==> config.mk <==
export PLATFORM = sky130hd
export DESIGN_NAME = mem_port_arbiter_flat
export DESIGN_NICKNAME = d
export VERILOG_FILES = /design/src/rtl/mem_port_arbiter_pkg.sv /design/src/rtl/mem_port_arbiter_if.sv /design/src/rtl/mem_port_arbiter_rr_pick.sv /design/src/rtl/mem_port_arbiter.sv /design/src/flat_wrapper.sv
export SDC_FILE = /design/constraint.sdc
export NUM_CORES = 1
export LEC_CHECK = 0
export BUFFER_PORTS_ARGS = -buffer_cell sky130_fd_sc_hd__buf_4
export CELL_PAD_IN_SITES_DETAIL_PLACEMENT = 0
export CELL_PAD_IN_SITES_GLOBAL_PLACEMENT = 2
export CORE_UTILIZATION = 25
export DETAILED_ROUTE_END_ITERATION = 10
export GPL_TIMING_DRIVEN = 0
export PLACE_DENSITY = 0.87
export SLEW_MARGIN = 20
export SYNTH_ARGS = -nofsm -noshare
export SYNTH_HDL_FRONTEND = slang
export SYNTH_SLANG_ARGS = --single-unit
==> constraint.sdc <==
create_clock -name clk -period 6.8 [get_ports clk]
set_input_delay 0.34 -clock clk [delete_from_list [all_inputs] [get_ports clk]]
set_output_delay 0.34 -clock clk [all_outputs]
set_load 0.1 [all_outputs]
==> src/rtl/mem_port_arbiter_pkg.sv <==
// Shared constants, state encoding and request-attribute record for the
// two-requester memory port arbiter.
package mem_arb_pkg;

    localparam int NUM_REQ = 2;
    localparam int ADDR_W  = 32;
    localparam int DATA_W  = 32;
    localparam int BE_W    = 4;
    localparam int CNT_W   = 16;

    localparam logic [1:0] IDLE = 2'd0;
    localparam logic [1:0] REQ  = 2'd1;
    localparam logic [1:0] WAIT = 2'd2;

    typedef struct packed {
        logic [ADDR_W-1:0] addr;
        logic [DATA_W-1:0] wdata;
        logic              we;
        logic [BE_W-1:0]   be;
    } req_attr_t;

    function automatic logic [NUM_REQ-1:0] owner_mask(input logic idx);
        logic [NUM_REQ-1:0] m;
        m      = '0;
        m[idx] = 1'b1;
        return m;
    endfunction

endpackage

==> src/rtl/mem_port_arbiter_if.sv <==
// Requester-side and cache-side signals of the memory port arbiter.
// The arbiter uses the slave view; the environment drives the master view.
interface mem_port_arbiter_if;
    import mem_arb_pkg::*;

    logic [NUM_REQ-1:0]        req_i;
    logic [NUM_REQ*ADDR_W-1:0] addr_i;
    logic [NUM_REQ*DATA_W-1:0] wdata_i;
    logic [NUM_REQ-1:0]        we_i;
    logic [NUM_REQ*BE_W-1:0]   be_i;
    logic [NUM_REQ-1:0]        gnt_o;
    logic [NUM_REQ-1:0]        rvalid_o;
    logic [NUM_REQ-1:0]        err_o;
    logic [DATA_W-1:0]         rdata_o;

    logic                      mem_req_o;
    logic [ADDR_W-1:0]         mem_addr_o;
    logic [DATA_W-1:0]         mem_wdata_o;
    logic                      mem_we_o;
    logic [BE_W-1:0]           mem_be_o;
    logic                      mem_gnt_i;
    logic                      mem_rvalid_i;
    logic [DATA_W-1:0]         mem_rdata_i;

    modport slave (
        input  req_i, addr_i, wdata_i, we_i, be_i,
        input  mem_gnt_i, mem_rvalid_i, mem_rdata_i,
        output gnt_o, rvalid_o, err_o, rdata_o,
        output mem_req_o, mem_addr_o, mem_wdata_o, mem_we_o, mem_be_o
    );

    modport master (
        output req_i, addr_i, wdata_i, we_i, be_i,
        output mem_gnt_i, mem_rvalid_i, mem_rdata_i,
        input  gnt_o, rvalid_o, err_o, rdata_o,
        input  mem_req_o, mem_addr_o, mem_wdata_o, mem_we_o, mem_be_o
    );

endinterface

==> src/rtl/mem_port_arbiter_rr_pick.sv <==
// Combinational winner select: round-robin against the last owner, or
// strict priority to requester 0 when FIXED_PRIO is set.
module rr_pick
    import mem_arb_pkg::*;
#(
    parameter int FIXED_PRIO = 0
) (
    input  logic [NUM_REQ-1:0] req,
    input  logic               last_owner,
    output logic               valid,
    output logic               winner
);

    always_comb begin
        valid  = |req;
        winner = 1'b0;
        if (FIXED_PRIO != 0) begin
            winner = !req[0];
        end else if (&req) begin
            // Tie: whoever was not served last goes next.
            winner = !last_owner;
        end else begin
            winner = req[1];
        end
    end

endmodule

==> src/rtl/mem_port_arbiter.sv <==
// Two-requester memory port arbiter: one downstream transaction at a time,
// registered request attributes, and a WAIT timeout that answers with error.
module mem_port_arbiter
    import mem_arb_pkg::*;
#(
    parameter int FIXED_PRIO     = 0,
    parameter int TIMEOUT_CYCLES = 255
) (
    input logic            clk,
    input logic            reset,
    mem_port_arbiter_if.slave bus
);

    localparam logic [CNT_W-1:0] TIMEOUT_VAL = CNT_W'(TIMEOUT_CYCLES);

    logic [1:0]       state;
    logic             owner;
    logic             last_owner;
    logic [CNT_W-1:0] wait_cnt;
    req_attr_t        attr;

    logic             pick_valid;
    logic             pick_winner;
    req_attr_t        pick_attr;
    logic             in_req;
    logic             in_wait;
    logic             timeout;

    rr_pick #(
        .FIXED_PRIO (FIXED_PRIO)
    ) u_pick (
        .req        (bus.req_i),
        .last_owner (last_owner),
        .valid      (pick_valid),
        .winner     (pick_winner)
    );

    always_comb begin
        pick_attr.addr  = pick_winner ? bus.addr_i[63:32]  : bus.addr_i[31:0];
        pick_attr.wdata = pick_winner ? bus.wdata_i[63:32] : bus.wdata_i[31:0];
        pick_attr.we    = pick_winner ? bus.we_i[1]        : bus.we_i[0];
        pick_attr.be    = pick_winner ? bus.be_i[7:4]      : bus.be_i[3:0];
    end

    assign in_req  = (state == REQ);
    assign in_wait = (state == WAIT);
    // A response arriving on the timeout cycle is treated as late and dropped.
    assign timeout = in_wait && (wait_cnt == TIMEOUT_VAL);

    always_ff @(posedge clk or posedge reset) begin
        if (reset) begin
            state      <= IDLE;
            owner      <= 1'b0;
            last_owner <= 1'b1;
            wait_cnt   <= '0;
            attr       <= '0;
        end else begin
            case (state)
                IDLE: begin
                    if (pick_valid) begin
                        owner <= pick_winner;
                        attr  <= pick_attr;
                        state <= REQ;
                    end
                end
                REQ: begin
                    if (bus.mem_gnt_i) begin
                        wait_cnt <= '0;
                        state    <= WAIT;
                    end
                end
                WAIT: begin
                    if (timeout || bus.mem_rvalid_i) begin
                        last_owner <= owner;
                        state      <= IDLE;
                    end else begin
                        wait_cnt <= wait_cnt + CNT_W'(1);
                    end
                end
                default: state <= IDLE;
            endcase
        end
    end

    always_comb begin
        bus.mem_req_o   = in_req;
        bus.mem_addr_o  = attr.addr;
        bus.mem_wdata_o = attr.wdata;
        bus.mem_we_o    = attr.we;
        bus.mem_be_o    = attr.be;

        bus.gnt_o    = '0;
        bus.rvalid_o = '0;
        bus.err_o    = '0;
        bus.rdata_o  = '0;

        if (in_req && bus.mem_gnt_i) begin
            bus.gnt_o = owner_mask(owner);
        end
        if (timeout) begin
            bus.rvalid_o = owner_mask(owner);
            bus.err_o    = owner_mask(owner);
        end else if (in_wait) begin
            bus.rdata_o = bus.mem_rdata_i;
            if (bus.mem_rvalid_i) begin
                bus.rvalid_o = owner_mask(owner);
            end
        end
    end

endmodule

==> src/flat_wrapper.sv <==
// flat-port wrapper written by rule: the top's interface ports become plain ports
module mem_port_arbiter_flat import mem_arb_pkg::*;
#(
    parameter int FIXED_PRIO     = 0,
    parameter int TIMEOUT_CYCLES = 255
)
  (clk, reset, bus_req_i, bus_addr_i, bus_wdata_i, bus_we_i, bus_be_i, bus_mem_gnt_i, bus_mem_rvalid_i, bus_mem_rdata_i, bus_gnt_o, bus_rvalid_o, bus_err_o, bus_rdata_o, bus_mem_req_o, bus_mem_addr_o, bus_mem_wdata_o, bus_mem_we_o, bus_mem_be_o);
  mem_port_arbiter_if bus_i ();
  input logic clk;
  input logic reset;
  input wire logic [$bits(bus_i.req_i)-1:0] bus_req_i;
  input wire logic [$bits(bus_i.addr_i)-1:0] bus_addr_i;
  input wire logic [$bits(bus_i.wdata_i)-1:0] bus_wdata_i;
  input wire logic [$bits(bus_i.we_i)-1:0] bus_we_i;
  input wire logic [$bits(bus_i.be_i)-1:0] bus_be_i;
  input wire logic [$bits(bus_i.mem_gnt_i)-1:0] bus_mem_gnt_i;
  input wire logic [$bits(bus_i.mem_rvalid_i)-1:0] bus_mem_rvalid_i;
  input wire logic [$bits(bus_i.mem_rdata_i)-1:0] bus_mem_rdata_i;
  output wire logic [$bits(bus_i.gnt_o)-1:0] bus_gnt_o;
  output wire logic [$bits(bus_i.rvalid_o)-1:0] bus_rvalid_o;
  output wire logic [$bits(bus_i.err_o)-1:0] bus_err_o;
  output wire logic [$bits(bus_i.rdata_o)-1:0] bus_rdata_o;
  output wire logic [$bits(bus_i.mem_req_o)-1:0] bus_mem_req_o;
  output wire logic [$bits(bus_i.mem_addr_o)-1:0] bus_mem_addr_o;
  output wire logic [$bits(bus_i.mem_wdata_o)-1:0] bus_mem_wdata_o;
  output wire logic [$bits(bus_i.mem_we_o)-1:0] bus_mem_we_o;
  output wire logic [$bits(bus_i.mem_be_o)-1:0] bus_mem_be_o;
  assign bus_i.req_i = bus_req_i;
  assign bus_i.addr_i = bus_addr_i;
  assign bus_i.wdata_i = bus_wdata_i;
  assign bus_i.we_i = bus_we_i;
  assign bus_i.be_i = bus_be_i;
  assign bus_i.mem_gnt_i = bus_mem_gnt_i;
  assign bus_i.mem_rvalid_i = bus_mem_rvalid_i;
  assign bus_i.mem_rdata_i = bus_mem_rdata_i;
  assign bus_gnt_o = bus_i.gnt_o;
  assign bus_rvalid_o = bus_i.rvalid_o;
  assign bus_err_o = bus_i.err_o;
  assign bus_rdata_o = bus_i.rdata_o;
  assign bus_mem_req_o = bus_i.mem_req_o;
  assign bus_mem_addr_o = bus_i.mem_addr_o;
  assign bus_mem_wdata_o = bus_i.mem_wdata_o;
  assign bus_mem_we_o = bus_i.mem_we_o;
  assign bus_mem_be_o = bus_i.mem_be_o;
  mem_port_arbiter #(.FIXED_PRIO(FIXED_PRIO), .TIMEOUT_CYCLES(TIMEOUT_CYCLES)) u_core (.clk(clk), .reset(reset), .bus(bus_i));
endmodule
# Yosys cells after proc, flatten, opt, wreduce, memory -nomap -nowiden

Index checks and enable logic that the tools add are counted.

$add $sub $neg: 1
$lt $le $gt $ge: 2
Eq/ne operators: 7
Multiplexer cells: 21
Reductions and logical operators: 13

Operator list:

| cell                    | number |
|---|---|
| $mux W32                | 4 |
| $mux W16                | 2 |
| $pmux W16 S2            | 1 |
| $add A16 B1 Y16 const B | 1 |
| $eq A16 B8 Y1 const B   | 1 |
| $mux W2                 | 8 |
| $ne A2 B2 Y1 const B    | 3 |
| $pmux W2 S3             | 1 |
| $reduce_and A2 Y1       | 3 |
| $reduce_and A3 Y1       | 2 |
| $mux W4                 | 1 |
| $logic_and A1 B1 Y1     | 3 |
| $mux W1                 | 3 |
| $eq A2 B1 Y1 const B    | 1 |
| $eq A2 B2 Y1 const B    | 1 |
| $logic_not A2 Y1        | 1 |
| $lt A1 B2 Y1 const B    | 1 |
| $ne A2 B1 Y1 const B    | 1 |
| $reduce_bool A2 Y1      | 1 |
| $reduce_or A2 Y1        | 1 |
| $demux W1 S1            | 1 |
| $ge A1 B1 Y1 const B    | 1 |
| $logic_not A1 Y1        | 1 |
| $logic_or A1 B1 Y1      | 1 |

Bits in registers: 89
Input port bits: 176
Output and inout port bits: 108

# Logic depth before layout (Yosys ltp)

Depth after elaboration: 7
Mapped depth: 6

# By module

Synthesis repeated with hierarchy kept, for this count alone.

Cells, all modules: 451
Area, all modules: 4496.8 sq um

By module, submodules not included:

| module           | times used | cells each | area an instance (sq um) | seq. area each (sq um) |
|---|---|---|---|---|
| mem_port_arbiter | 1          | 449        | 4483.0                   | 2228.4 |
| rr_pick          | 1          | 2          | 13.8                     | 0.0 |

# Worst setup path after synthesis

Ideal clock, no wire load.

Path kind: register to output
From: register u_core.state[1]
To: output bus_gnt_o[0]
Arrival time: 2.795 ns
Required time: 6.460 ns
Path slack: 3.665 ns
Cell stages (with the launch flop): 5
Buffers on the path: 0
Cell sequence: dfrtp_1 nand2b_1 inv_1 nand2_1 nor2_1

Word-level cells in the longest chain between the ends: 3

RTL lines:

| item                   | RTL line               | RTL |
|---|---|---|
| from (decl)            | mem_port_arbiter.sv:16 | `logic [1:0] state;` |
| from (signal assigned) | mem_port_arbiter.sv:52 | `state <= IDLE;` |
| from (signal assigned) | mem_port_arbiter.sv:63 | `state <= REQ;` |
| from (signal assigned) | mem_port_arbiter.sv:69 | `state <= WAIT;` |
| $eq A2 B1 Y1           | mem_port_arbiter.sv:45 | `assign in_req = (state == REQ);` |
| via bus_mem_req_o      | flat_wrapper.sv:23     | `output wire logic [$bits(bus_i.mem_req_o)-1:0] bus_mem_req_o;` |
| $logic_and A1 B1 Y1    | mem_port_arbiter.sv:97 | `if (in_req && bus.mem_gnt_i) begin` |
| $mux W2                | mem_port_arbiter.sv:97 |  |
| to (decl)              | flat_wrapper.sv:19     | `output wire logic [$bits(bus_i.gnt_o)-1:0] bus_gnt_o;` |

The timed path passes the listed nets, and every way through them passes these cells.

# Worst setup path in the final report

From: register u_core.wait_cnt[9]
To: output bus_rdata_o[18]

Word-level cells in the longest chain between the ends: 3

RTL lines:

| item                   | RTL line                | RTL |
|---|---|---|
| from (decl)            | mem_port_arbiter.sv:19  | `logic [CNT_W-1:0] wait_cnt;` |
| from (signal assigned) | mem_port_arbiter.sv:77  | `wait_cnt <= wait_cnt + CNT_W'(1);` |
| $eq A16 B8 Y1          | mem_port_arbiter.sv:48  | `assign timeout = in_wait && (wait_cnt == TIMEOUT_VAL);` |
| $logic_and A1 B1 Y1    | mem_port_arbiter.sv:48  |  |
| $mux W32               | mem_port_arbiter.sv:100 | `if (timeout) begin` |
| to (decl)              | flat_wrapper.sv:22      | `output wire logic [$bits(bus_i.rdata_o)-1:0] bus_rdata_o;` |

Every way passes these cells.

==> flow_summary.json <==
{
  "fp.dieH_um": 136,
  "netlist.area_leader.share_pct": 49.0,
  "worstSetupPathType": "register to output pin",
  "hold_viol_final": 1,
  "worstPathMaxFanout": 10,
  "ys.warnings.count": 0,
  "yosys-top-cells-area": "dfrtp_1 (49%), mux2i_1 (17%), o21ai_0 (8.1%)",
  "yosys-top-cells-count": "dfrtp_1 (88), nand2_1 (84), mux2i_1 (77)",
  "synth_xor_area_share_pct": 0,
  "path_cells": "nor4_1 -> nand4_1 -> clkbuf_1 -> and3_1 -> buf_4",
  "min_period_ns": 2.82,
  "hp-class": "input port to asynchronous set/reset pin",
  "clk_latency_ns": 0.35,
  "htree_levels": 3,
  "wirelength_um": 15500,
  "cts_resized": 0,
  "vias": 4524,
  "clock_sinks": 89,
  "critical_path.top_delay_family": "simple AND/OR/NAND/NOR gates",
  "synthAdderAreaFrac_pct": 0.278,
  "avgRoutedWirePerCell_um": 15.7,
  "final_antenna_net_count": 0,
  "skew_ns": 0.0114,
  "slowest_stage": "nor4_1",
  "ys_seq_area_share_pct": 49.5,
  "gp_congestion": 0.762,
  "endpoint_kind": "output pin",
  "finalCritPeriodShare_pct": 41.5,
  "vias_per_cell": 4.60,
  "status": "finished with violations",
  "drc_errors": 0,
  "path_buf_inv": 2,
  "ys_types": 42,
  "start_kind": "register",
  "drt-pass1-iter-count": 4,
  "syn_area_per_cell_um2": 9.82,
  "synth-seq-cells": 89,
  "cts_setup_buffers": 0,
  "core_mm2": 0.0174,
  "async_flop_share_pct": 100,
  "grt_overflow_total": 0,
  "diodes": 0,
  "io_buffers": 283,
  "cts_tree": "yes",
  "yosys.area_share.simple_pct": 18.2,
  "track_usage_pct": 16.2,
  "root_buffer": "clkbuf_16",
  "synth_nets": 635,
  "tns_ns": 0,
  "synth_top_family_by_area": "simple AND/OR/NAND/NOR gates",
  "clock_path_buffers": 2,
  "ys.flop_type": "dfrtp_1",
  "initial_core_util_pct": 25.8,
  "rsz0062_at_grt": "false",
  "syn_inst": 458,
  "rows": 48,
  "crit_required_ns": 6.46,
  "grt_pass1_wl_um": 23000,
  "cp.arrival_ns": 2.48,
  "drive_above_1_share_pct": 42.9,
  "grt_max_degree": 48,
  "synthMuxAreaShare_pct": 17.6,
  "maxSlewViolCount": 0,
  "cpPeakStageDelay_ns": 0.44,
  "violations": "negative hold slack",
  "hpwl_um": 12300,
  "die_w_um": 136,
  "syn2layout_area_growth_pct": 61.4,
  "fmax_mhz": 355,
  "tightest_slew_ns": 0.660,
  "drtIter0Drc": 136,
  "synth_edf_count": 0,
  "clkSlewWorstSetupHoldPaths_ns": 0.07,
  "synth_compound_area_share_pct": 10.7,
  "slew_headroom_pct": 55.7,
  "maxCapViolCount": 0,
  "first_global_vias": 4535,
  "nets": 930,
  "finalSetupViolations": 0,
  "cts.hold.buffers_added": 0,
  "syn_area_mm2": 0.00450,
  "yosysMostFrequentCell": "dfrtp_1",
  "die_area_mm2": 0.0185,
  "hold-worst-slack_ns": -0.00177,
  "io_pins": 284,
  "synth_area_leader_cell": "dfrtp_1",
  "cts_made_buffers": 9,
  "grt_antenna_before_repair": 0
}
## worst paths after layout
kind	slack, ns	cells after the start	endpoint	startpoint
setup reg to reg	4.56	5	u_core.bus.mem_wdata_o[20]	u_core.state[0]
min in group clk	0.22	2	u_core.state[0]	bus_mem_gnt_i
hold / removal	-0.002	2	u_core.bus.mem_wdata_o[7]	reset
setup / recovery	3.98	5	bus_rdata_o[18]	u_core.wait_cnt[9]
max in group asynchronous	6.19	3	u_core.last_owner	reset
hold reg to reg	0.48	2	u_core.bus.mem_wdata_o[22]	u_core.bus.mem_wdata_o[22]
## layout make-up
cell class                      count  area (um2)
Clock buffer                       11         243
Timing Repair Buffer              284        2150
Inverter                            6        27.5
Multi-Input combinational cell    332        2100
Buffer                             31         143
Clock inverter                      5        80.1
Tap cell                          225         282
Fill cell                        1749       10200
Sequential cell                    89        2230
## stage by stage
| stage | utilization [%] | hold slack [ns] | cells | area [um2] | setup slack, ns |
|---|---|---|---|---|---|
| global placement | 39.6 | 0.463 | 966 | 6900 | 2.97 |
| detailed placement | 39.8 | 0.384 | 967 | 6940 | 4.02 |
| CTS | 41.7 | 0.00694 | 983 | 7260 | 3.97 |
| finish | 41.7 | -0.00177 | 983 | 7260 | 3.98 |
| global route | 41.7 | 0.0284 | 983 | 7260 | 3.78 |
| floorplan | - | 0.448 | 458 | 4500 | 3.66 |
## state kept, by name, summed over array words and instances, names as in the netlist
| name | flops |
|---|---|
| u_core.owner | 1 |
| u_core.state | 2 |
| u_core.bus.mem_addr_o | 32 |
| u_core.bus.mem_be_o | 4 |
| u_core.last_owner | 1 |
| u_core.bus.mem_wdata_o | 32 |
| u_core.wait_cnt | 16 |
| u_core.bus.mem_we_o | 1 |
## cells in the final DEF (no fill, tap or decap), types with 2 or more instances in the layout
cell | netlist | routed
o21ai_0 | 73 | 72
a21oi_1 | 6 | 6
clkbuf_1 | 17 | 18
nor4_1 | 3 | 3
nor3_1 | 4 | 4
nand4_1 | 2 | 2
and2_1 | 2 | 2
and3_1 | 34 | 34
bufinv_16 | 0 | 2
inv_1 | 6 | 5
clkinvlp_4 | 0 | 2
o31ai_1 | 4 | 4
nand3_1 | 6 | 6
dfrtp_1 | 88 | 88
and4_1 | 2 | 2
clkbuf_16 | 0 | 9
mux2i_1 | 77 | 77
buf_4 | 1 | 284
nand2_1 | 84 | 84
buf_2 | 12 | 12
or3_1 | 2 | 2
or4_1 | 3 | 3
or2_2 | 2 | 2
nor2_1 | 9 | 9
## cell families (layout without fill, tap and decap cells)
kind of cell,Yosys count,count (layout)
AOI/OAI and AO/OA,90,90
adders and majority gates,1,1
buffers and inverters,37,337
DFF,89,89
muxes,79,79
and+or+nand+nor,162,162
## layer usage
layer | vias up | global-route usage, % | wire (um)
li1 | 2201 | - | -
met1 | 2111 | 17.8 | 5900
met2 | 193 | 29.1 | 7900
met3 | 19 | 4.70 | 1360
met4 | 0 | 6.48 | 309
met5 | - | 0 | 0
Power is left out: the tool's default activity adds up to more than one toggle a clock period on the data nets, which glitch-free logic cannot reach.
